===== config.mk =====
export PLATFORM = sky130hd
export DESIGN_NAME = rs_stream_encoder_flat
export DESIGN_NICKNAME = d
export VERILOG_FILES = /design/src/rtl/rs_stream_encoder_if.sv /design/src/rtl/rs_stream_encoder.sv /design/src/flat_wrapper.sv
export SDC_FILE = /design/constraint.sdc
export NUM_CORES = 1
export LEC_CHECK = 0
export ABC_AREA = 1
export CORE_AREA = 10 10 203 205
export CTS_BUF_LIST = sky130_fd_sc_hd__clkbuf_4 sky130_fd_sc_hd__clkbuf_8
export DETAILED_ROUTE_END_ITERATION = 8
export DIE_AREA = 0 0 213 215
export PLACE_DENSITY = 0.86
export SYNTH_ARGS = -nofsm -noshare
export SYNTH_HDL_FRONTEND = slang
export SYNTH_SLANG_ARGS = --single-unit

===== constraint.sdc =====
create_clock -name clk -period 4 [get_ports clk]
set_clock_uncertainty 0.05 [all_clocks]
set_input_delay 1.2 -clock clk [delete_from_list [all_inputs] [get_ports clk]]
set_output_delay 1.2 -clock clk [all_outputs]
set_load 0.05 [all_outputs]

===== src/rtl/rs_stream_encoder_if.sv =====
// Valid/ready bundle for the RS stream encoder: message beats in, codeword beats out.
// The encoder takes the slave modport; the upstream/downstream side takes master.
interface rs_stream_encoder_if #(
  parameter int unsigned SYM_W = 8,
  parameter int unsigned LANES = 4
);
  logic [LANES*SYM_W-1:0] in_data;
  logic                   in_valid;
  logic                   in_last;
  logic                   in_ready;
  logic [LANES*SYM_W-1:0] out_data;
  logic                   out_valid;
  logic                   out_last;
  logic                   out_ready;
  logic                   err_len;

  modport master (
    output in_data, in_valid, in_last, out_ready,
    input  in_ready, out_data, out_valid, out_last, err_len
  );

  modport slave (
    input  in_data, in_valid, in_last, out_ready,
    output in_ready, out_data, out_valid, out_last, err_len
  );
endinterface


===== src/rtl/rs_stream_encoder.sv =====
// Systematic Reed-Solomon encoder: message beats pass through, then PAR_LEN parity
// symbols from a LANES-wide unrolled LFSR. Frames end on in_last or at MAX_BEATS.
module rs_stream_encoder #(
  parameter int unsigned SYM_W   = 8,
  parameter int unsigned LANES   = 4,
  parameter int unsigned PAR_LEN = 16,
  parameter int unsigned GF_POLY = 'h11D,
  parameter int unsigned FCR     = 0
) (
  input  logic               clk,
  input  logic               rst_n,
  rs_stream_encoder_if.slave bus
);
  localparam int unsigned BEAT_W    = LANES * SYM_W;
  localparam int unsigned LFSR_W    = PAR_LEN * SYM_W;
  localparam int unsigned MAX_BEATS = ((1 << SYM_W) - 1 - PAR_LEN) / LANES;
  localparam int unsigned N_PAR     = PAR_LEN / LANES;
  localparam int unsigned CNT_W     = (MAX_BEATS > 1) ? $clog2(MAX_BEATS + 1) : 1;
  localparam int unsigned PCNT_W    = (N_PAR > 1) ? $clog2(N_PAR) : 1;
  localparam logic [SYM_W-1:0] ALPHA = SYM_W'(2);
  localparam logic [SYM_W-1:0] ONE   = SYM_W'(1);

  if (PAR_LEN % LANES != 0) begin : g_par_check
    $fatal(1, "PAR_LEN must be a multiple of LANES");
  end
  if (PAR_LEN + LANES >= (1 << SYM_W)) begin : g_len_check
    $fatal(1, "PAR_LEN leaves no room for a message beat");
  end

  function automatic logic [SYM_W-1:0] gf_mul(input logic [SYM_W-1:0] a,
                                              input logic [SYM_W-1:0] b);
    logic [SYM_W:0]   aa;
    logic [SYM_W:0]   poly;
    logic [SYM_W-1:0] p;
    poly = GF_POLY[SYM_W:0];
    aa   = {1'b0, a};
    p    = '0;
    for (int i = 0; i < SYM_W; i++) begin
      if (b[i]) p ^= aa[SYM_W-1:0];
      aa = aa << 1;
      if (aa[SYM_W]) aa ^= poly;
    end
    return p;
  endfunction

  // Low PAR_LEN coefficients of the monic generator, coefficient j at [j*SYM_W +: SYM_W].
  function automatic logic [LFSR_W-1:0] gen_g_low();
    logic [(PAR_LEN+1)*SYM_W-1:0] gg;
    logic [SYM_W-1:0]             root;
    gg = '0;
    gg[SYM_W-1:0] = ONE;
    root = ONE;
    for (int i = 0; i < FCR; i++) root = gf_mul(root, ALPHA);
    for (int i = 0; i < PAR_LEN; i++) begin
      for (int j = PAR_LEN; j > 0; j--) begin
        gg[j*SYM_W +: SYM_W] = gg[(j-1)*SYM_W +: SYM_W] ^ gf_mul(gg[j*SYM_W +: SYM_W], root);
      end
      gg[SYM_W-1:0] = gf_mul(gg[SYM_W-1:0], root);
      root = gf_mul(root, ALPHA);
    end
    return gg[LFSR_W-1:0];
  endfunction

  localparam logic [LFSR_W-1:0] G_LOW = gen_g_low();

  // Highest lane is earliest in time, so it is absorbed first.
  function automatic logic [LFSR_W-1:0] lfsr_absorb(input logic [LFSR_W-1:0] r,
                                                    input logic [BEAT_W-1:0] d);
    logic [LFSR_W-1:0] s;
    logic [SYM_W-1:0]  fb;
    s = r;
    for (int l = LANES - 1; l >= 0; l--) begin
      fb = d[l*SYM_W +: SYM_W] ^ s[LFSR_W-1 -: SYM_W];
      s  = s << SYM_W;
      for (int j = 0; j < PAR_LEN; j++) begin
        s[j*SYM_W +: SYM_W] ^= gf_mul(fb, G_LOW[j*SYM_W +: SYM_W]);
      end
    end
    return s;
  endfunction

  typedef enum logic [1:0] {StIdle, StData, StParity} state_e;

  state_e              r_state, w_state_nxt;
  logic [LFSR_W-1:0]   r_lfsr, w_lfsr_nxt;
  logic [CNT_W-1:0]    r_cnt, w_cnt_nxt;
  logic [PCNT_W-1:0]   r_pcnt, w_pcnt_nxt;
  logic [BEAT_W-1:0]   r_out_data, w_out_data_nxt;
  logic                r_out_valid, w_out_valid_nxt;
  logic                r_out_last, w_out_last_nxt;
  logic                r_err, w_err_nxt;
  logic                w_slot_free, w_in_ready, w_in_fire, w_hit_max, w_par_final;

  assign w_slot_free = !r_out_valid || bus.out_ready;
  assign w_in_ready  = w_slot_free && (r_state != StParity);
  assign w_in_fire   = bus.in_valid && w_in_ready;
  assign w_hit_max   = (r_cnt == CNT_W'(MAX_BEATS - 1));
  assign w_par_final = (r_pcnt == PCNT_W'(N_PAR - 1));

  always_comb begin
    w_state_nxt     = r_state;
    w_lfsr_nxt      = r_lfsr;
    w_cnt_nxt       = r_cnt;
    w_pcnt_nxt      = r_pcnt;
    w_out_data_nxt  = r_out_data;
    w_out_last_nxt  = r_out_last;
    w_out_valid_nxt = r_out_valid && !bus.out_ready;
    w_err_nxt       = 1'b0;
    if (w_in_fire) begin
      w_out_data_nxt  = bus.in_data;
      w_out_valid_nxt = 1'b1;
      w_out_last_nxt  = 1'b0;
      w_lfsr_nxt      = lfsr_absorb(r_lfsr, bus.in_data);
      if (bus.in_last || w_hit_max) begin
        w_state_nxt = StParity;
        w_cnt_nxt   = '0;
        w_pcnt_nxt  = '0;
        w_err_nxt   = !bus.in_last;
      end else begin
        w_state_nxt = StData;
        w_cnt_nxt   = r_cnt + 1'b1;
      end
    end else if (r_state == StParity && w_slot_free) begin
      w_out_data_nxt  = r_lfsr[LFSR_W-1 -: BEAT_W];
      w_out_valid_nxt = 1'b1;
      w_out_last_nxt  = w_par_final;
      w_lfsr_nxt      = r_lfsr << BEAT_W;
      w_pcnt_nxt      = r_pcnt + 1'b1;
      if (w_par_final) begin
        w_lfsr_nxt  = '0;
        w_pcnt_nxt  = '0;
        w_state_nxt = StIdle;
      end
    end
  end

  always_ff @(posedge clk or negedge rst_n) begin
    if (!rst_n) begin
      r_state     <= StIdle;
      r_lfsr      <= '0;
      r_cnt       <= '0;
      r_pcnt      <= '0;
      r_out_data  <= '0;
      r_out_valid <= 1'b0;
      r_out_last  <= 1'b0;
      r_err       <= 1'b0;
    end else begin
      r_state     <= w_state_nxt;
      r_lfsr      <= w_lfsr_nxt;
      r_cnt       <= w_cnt_nxt;
      r_pcnt      <= w_pcnt_nxt;
      r_out_data  <= w_out_data_nxt;
      r_out_valid <= w_out_valid_nxt;
      r_out_last  <= w_out_last_nxt;
      r_err       <= w_err_nxt;
    end
  end

  assign bus.in_ready  = w_in_ready;
  assign bus.out_data  = r_out_data;
  assign bus.out_valid = r_out_valid;
  assign bus.out_last  = r_out_last;
  assign bus.err_len   = r_err;
endmodule


===== src/flat_wrapper.sv =====
// flat-port wrapper written by rule: the top's interface ports become plain ports
module rs_stream_encoder_flat 
#(
  parameter int unsigned SYM_W   = 8,
  parameter int unsigned LANES   = 4,
  parameter int unsigned PAR_LEN = 16,
  parameter int unsigned GF_POLY = 'h11D,
  parameter int unsigned FCR     = 0
)
  (clk, rst_n, bus_in_data, bus_in_valid, bus_in_last, bus_out_ready, bus_in_ready, bus_out_data, bus_out_valid, bus_out_last, bus_err_len);
  rs_stream_encoder_if #(.SYM_W(SYM_W), .LANES(LANES)) bus_i ();
  input  logic clk;
  input  logic rst_n;
  input wire logic [$bits(bus_i.in_data)-1:0] bus_in_data;
  input wire logic [$bits(bus_i.in_valid)-1:0] bus_in_valid;
  input wire logic [$bits(bus_i.in_last)-1:0] bus_in_last;
  input wire logic [$bits(bus_i.out_ready)-1:0] bus_out_ready;
  output wire logic [$bits(bus_i.in_ready)-1:0] bus_in_ready;
  output wire logic [$bits(bus_i.out_data)-1:0] bus_out_data;
  output wire logic [$bits(bus_i.out_valid)-1:0] bus_out_valid;
  output wire logic [$bits(bus_i.out_last)-1:0] bus_out_last;
  output wire logic [$bits(bus_i.err_len)-1:0] bus_err_len;
  assign bus_i.in_data = bus_in_data;
  assign bus_i.in_valid = bus_in_valid;
  assign bus_i.in_last = bus_in_last;
  assign bus_i.out_ready = bus_out_ready;
  assign bus_in_ready = bus_i.in_ready;
  assign bus_out_data = bus_i.out_data;
  assign bus_out_valid = bus_i.out_valid;
  assign bus_out_last = bus_i.out_last;
  assign bus_err_len = bus_i.err_len;
  rs_stream_encoder #(.SYM_W(SYM_W), .LANES(LANES), .PAR_LEN(PAR_LEN), .GF_POLY(GF_POLY), .FCR(FCR)) u_core (.clk(clk), .rst_n(rst_n), .bus(bus_i));
endmodule

==> metrics, run 1 <==
clock buffer depth=2; Seq/Total Area, Yosys=0.2153; global placement routability congestion=1.192; vias in the first global route=28380; outcome=did not finish; post-synthesis cell count=2599; EDFF count, synth=0; Tot GR Track Use=0.6292; I/O Pins=73; Distinct cells, synth=47; clock root cell=clkbuf_8; yosys warns=0; TritonCTS Buffers=17; Yosys reg bits=173; Mean Syn Cell Area=7.735 um2; Failed at=global routing (5_1_grt); Hold-fix buffers, CTS=0; Stop Error=[ERROR GRT-0116] Global routing finished with congestion. Check the congestion regions in the DRC Viewer.; Port-buffer cells=72; area share of the largest cell type after synthesis=0.2474; dpl hpwl=79690 um; Overflow after GRT=79; Post-Syn Area=20100 um2; CTS H-Tree Depth=4; first-pass GRT wire length=207900 um; share of synthesized flip-flops with an asynchronous set or reset=1.000; dpl cells=3716; Rows=71; DIE WIDTH=213 um; largest net degree at the start of global routing=100; CTS Sinks=173; Synth area leader=xor2_1; Area contributors post-synth=xor2_1, dfrtp_1, nand2_1; initial core utilization=0.5401; Die H=215 um; placed cell area=26530 um2; synthesized net count=2639; Top FF cell, synth=dfrtp_1
==> logic make-up after synthesis <==
| kind of cell | after synthesis | synth area share |
|---|---|---|
| flip-flops | 173 | 0.2153 |
| XOR/XNOR | 781 | 0.3613 |
| adder cells (fa/ha/maj) | 3 | 0.001867 |
| buffers and inverters | 238 | 0.05346 |
| AO/OA/AOI/OAI | 313 | 0.08669 |
| AND/OR/NAND/NOR | 1091 | 0.2813 |
==> per-layer routing <==
layer,global-route usage,GRT overflow
met1,0.6426,0
met2,0.7772,36
met3,0.4993,0
met4,0.5572,43
met5,0.2422,0
==> per-stage QoR <==
step,utilization,setup TNS (ns),hold WS [ns],setup WS [ns]
2_1_floorplan,-,-93.40,0.4184,-0.8912
3_3_place_gp,0.7129,-237.34,0.4102,-2.223
4_1_cts,0.8450,-74.67,0.4445,-0.7367
3_5_place_dp,0.7129,-253.62,0.4157,-2.312
==> cell usage after synthesis (11+ instances only) <==
cell type / n
clkbuf_1: 48
nand3_1: 161
inv_2: 35
nor2_1: 98
dfrtp_1: 173
nand3_2: 35
inv_4: 11
o21ai_0: 42
xor2_1: 568
or2_2: 12
a22oi_1: 35
xnor2_1: 174
nand2_2: 154
nand2_4: 71
nand2_1: 524
xor2_2: 24
nand3b_1: 14
inv_1: 110
o221ai_1: 12
a21oi_1: 198
==> timing repair <==
| action | 4_1_cts |
|---|---|
| resized for setup | 677 |
| setup endpoints to repair | 128 |
| buffers inserted | 183 |
| pin swaps | 257 |
| hold endpoints to repair | 0 |
| cloned | 1 |
==> run 2: changes to the inputs <==
--- a/config.mk
+++ b/config.mk
@@ -6,11 +6,10 @@
 export NUM_CORES = 1
 export LEC_CHECK = 0
 export ABC_AREA = 1
-export CORE_AREA = 10 10 203 205
-export CTS_BUF_LIST = sky130_fd_sc_hd__clkbuf_4 sky130_fd_sc_hd__clkbuf_8
+export CORE_AREA = 10 10 236 238
 export DETAILED_ROUTE_END_ITERATION = 8
-export DIE_AREA = 0 0 213 215
-export PLACE_DENSITY = 0.86
+export DIE_AREA = 0 0 246 248
+export PLACE_DENSITY_LB_ADDON = 0.15
 export SYNTH_ARGS = -nofsm -noshare
 export SYNTH_HDL_FRONTEND = slang
 export SYNTH_SLANG_ARGS = --single-unit
==> constraint.sdc (replaced) <==
create_clock -name clk -period 5.2 [get_ports clk]
set_clock_uncertainty 0.05 [all_clocks]
set_input_delay 1.56 -clock clk [delete_from_list [all_inputs] [get_ports clk]]
set_output_delay 1.56 -clock clk [all_outputs]
set_load 0.05 [all_outputs]
==> metrics, run 2 <==
most frequent cells in the layout=buf_4, xor2_1, nand2_1; dpl hpwl=92920 um; Setup CP Type=in2reg; Area contributors post-synth=xor2_1, dfrtp_1, nand2_1; violated checks=negative setup slack; Tot GR Track Use=0.3782; Residual DRC=0; vias post-DR=22990; achievable clock frequency=0.1830 GHz; synthesized net count=2639; Reg clk slew, reported paths=0.08 ns; Yosys reg bits=173; Mean Syn Cell Area=7.735 um2; core area=50990 um2; clock root cell=clkbuf_16; Final Core Density=0.6549; Top FF cell, synth=dfrtp_1; pre-CTS setup slack=-1.640 ns; TritonCTS Buffers=17; Seq/Total Area, Yosys=0.2153; area share of the largest cell type after synthesis=0.2474; max-capacitance violation count=0; placed cell area=26860 um2; drt via density=5.560; cell mode on critical path=nand2_4; CTS tree=built; Overflow after GRT=0; post-synthesis cell count=2599; startpoint types=input pin; outcome=finished, violations left; Biggest register=u_core.r_lfsr; clock buffer depth=2; initial detailed-routing violation count=2620; Final #Nets=3480; Routed Antenna Nets=0; synth-to-layout area growth=66.10%; setup ws final=-0.2641 ns; RSZ-0062 raised after global routing=true; initial core utilization=0.3943; Synth area leader=xor2_1; WP data arrival=5.86 ns; CP Capture Type=flip-flop; Slew Limit Fails=0; Worst-Margin Slew=0.8767 ns; Post-Syn Area=20100 um2; final hold viol count=0; die area=61010 um2; Port-buffer cells=72; Distinct cells, synth=47; I/O Pins=73; routed wire length=120500 um; EDFF count, synth=0; DIE WIDTH=246 um; relative slew slack=0.4156; Final min period=5.464 ns; CP max stage delay=0.27 ns; fraction of layout cells with a size suffix above 1=0.4912; global placement routability congestion=1.074; WL per Instance=29.14 um; vias in the first global route=21810; Rows=83; yosys warns=0; Worst Path Max Fanout=8; initial antenna violation count=1; kind of cell adding the most delay to the critical path=simple AND/OR/NAND/NOR gates; final period utilization=1.051; most numerous cell in the Yosys netlist=xor2_1; final setup violation count=83; CTS H-Tree Depth=4; post-route cell area=33390 um2; Die H=248 um; share of synthesized flip-flops with an asynchronous set or reset=1.000; Hold-fix buffers, CTS=0; WP data required=5.60 ns; CP Buf/Inv Count=10; hold crit path type=reg2reg; highest-delay cell along the critical path=xor2_1; first-pass GRT wire length=161900 um; clk_lat worst skew=0.53 ns; most common cell after layout, fill and taps aside=buf_4; drt pass-1 iters=5; largest net degree at the start of global routing=79; commonest cells in the netlist=xor2_1, nand2_1, a21oi_1; fill count=4174; CTS Sinks=173; Largest register FFs=128
-- run 2: per-stage QoR --
step	TNS, ns	std cells	hold slack, ns
2_1_floorplan	-0.7806	2599	0.4184
3_3_place_gp	-159.68	3925	0.4132
3_5_place_dp	-164.68	3925	0.4151
4_1_cts	-0.4273	4057	0.4367
5_1_grt	-22.68	4133	0.4560
6_report	-8.308	4135	0.4345
-- run 2: what timing repair did --
action	4_1_cts	5_1_grt
setup endpoints to repair	128	120
setup buffers	96	85
pin swaps	175	194
cloned	5	0
gates resized for setup	509	449
-- run 2: cell type report --
cell class | instances | area [um2] | area share
diodes | 2 | 5.005 | 0.0001499
clock buffers | 17 | 425.4 | 0.01274
clock inverters | 15 | 203.9 | 0.006107
inverters | 156 | 709.4 | 0.02124
multi-input cells | 2192 | 18980 | 0.5682
flip-flops and latches | 173 | 4329 | 0.1296
well taps | 680 | 850.8 | 0.02548
repair buffers | 900 | 7894 | 0.2364
-- run 2: tightest hold or removal path: cells and delay by family (launching register included) --
family | cells | cell delay, ns
DFF | 1 | 0.35
and+or+nand+nor | 2 | 0.10
-- run 2: logic make-up (layout without fill, tap and decap cells) --
kind of cell | after synthesis | after routing | share of synthesized area
AO/OA/AOI/OAI | 313 | 313 | 0.08669
XOR/XNOR | 781 | 781 | 0.3613
adder cells (fa/ha/maj) | 3 | 3 | 0.001867
buffers and inverters | 238 | 1088 | 0.05346
other | 0 | 2 | 0
AND/OR/NAND/NOR | 1091 | 1095 | 0.2813
flip-flops | 173 | 173 | 0.2153
-- run 2: worst paths after layout --
path / from / end / slack (ns) / depth (start not counted)
max: bus_in_data[31] / u_core.r_lfsr[51]$_DFFE_PN0P_ / -0.26 / 39
min: u_core.bus.out_data[1]$_DFFE_PN0P_ / u_core.bus.out_data[1]$_DFFE_PN0P_ / 0.43 / 2
max reg2reg: u_core.r_lfsr[124]$_DFFE_PN0P_ / u_core.r_lfsr[51]$_DFFE_PN0P_ / 0.16 / 38
min reg2reg: u_core.bus.out_data[1]$_DFFE_PN0P_ / u_core.bus.out_data[1]$_DFFE_PN0P_ / 0.43 / 2
max in group asynchronous: rst_n / u_core.r_lfsr[43]$_DFFE_PN0P_ / 3.08 / 2
min in group asynchronous: rst_n / u_core.r_lfsr[121]$_DFFE_PN0P_ / 1.06 / 1
-- run 2: layer usage --
metal	GRT usage	wire, um
met5	0	0
met4	0.2187	8692
met3	0.07407	11050
met2	0.5792	52880
met1	0.4900	47860
Power of run 2 is left out: the tool's default activity adds up to more than one toggle a clock period on the data nets, which glitch-free logic cannot reach.
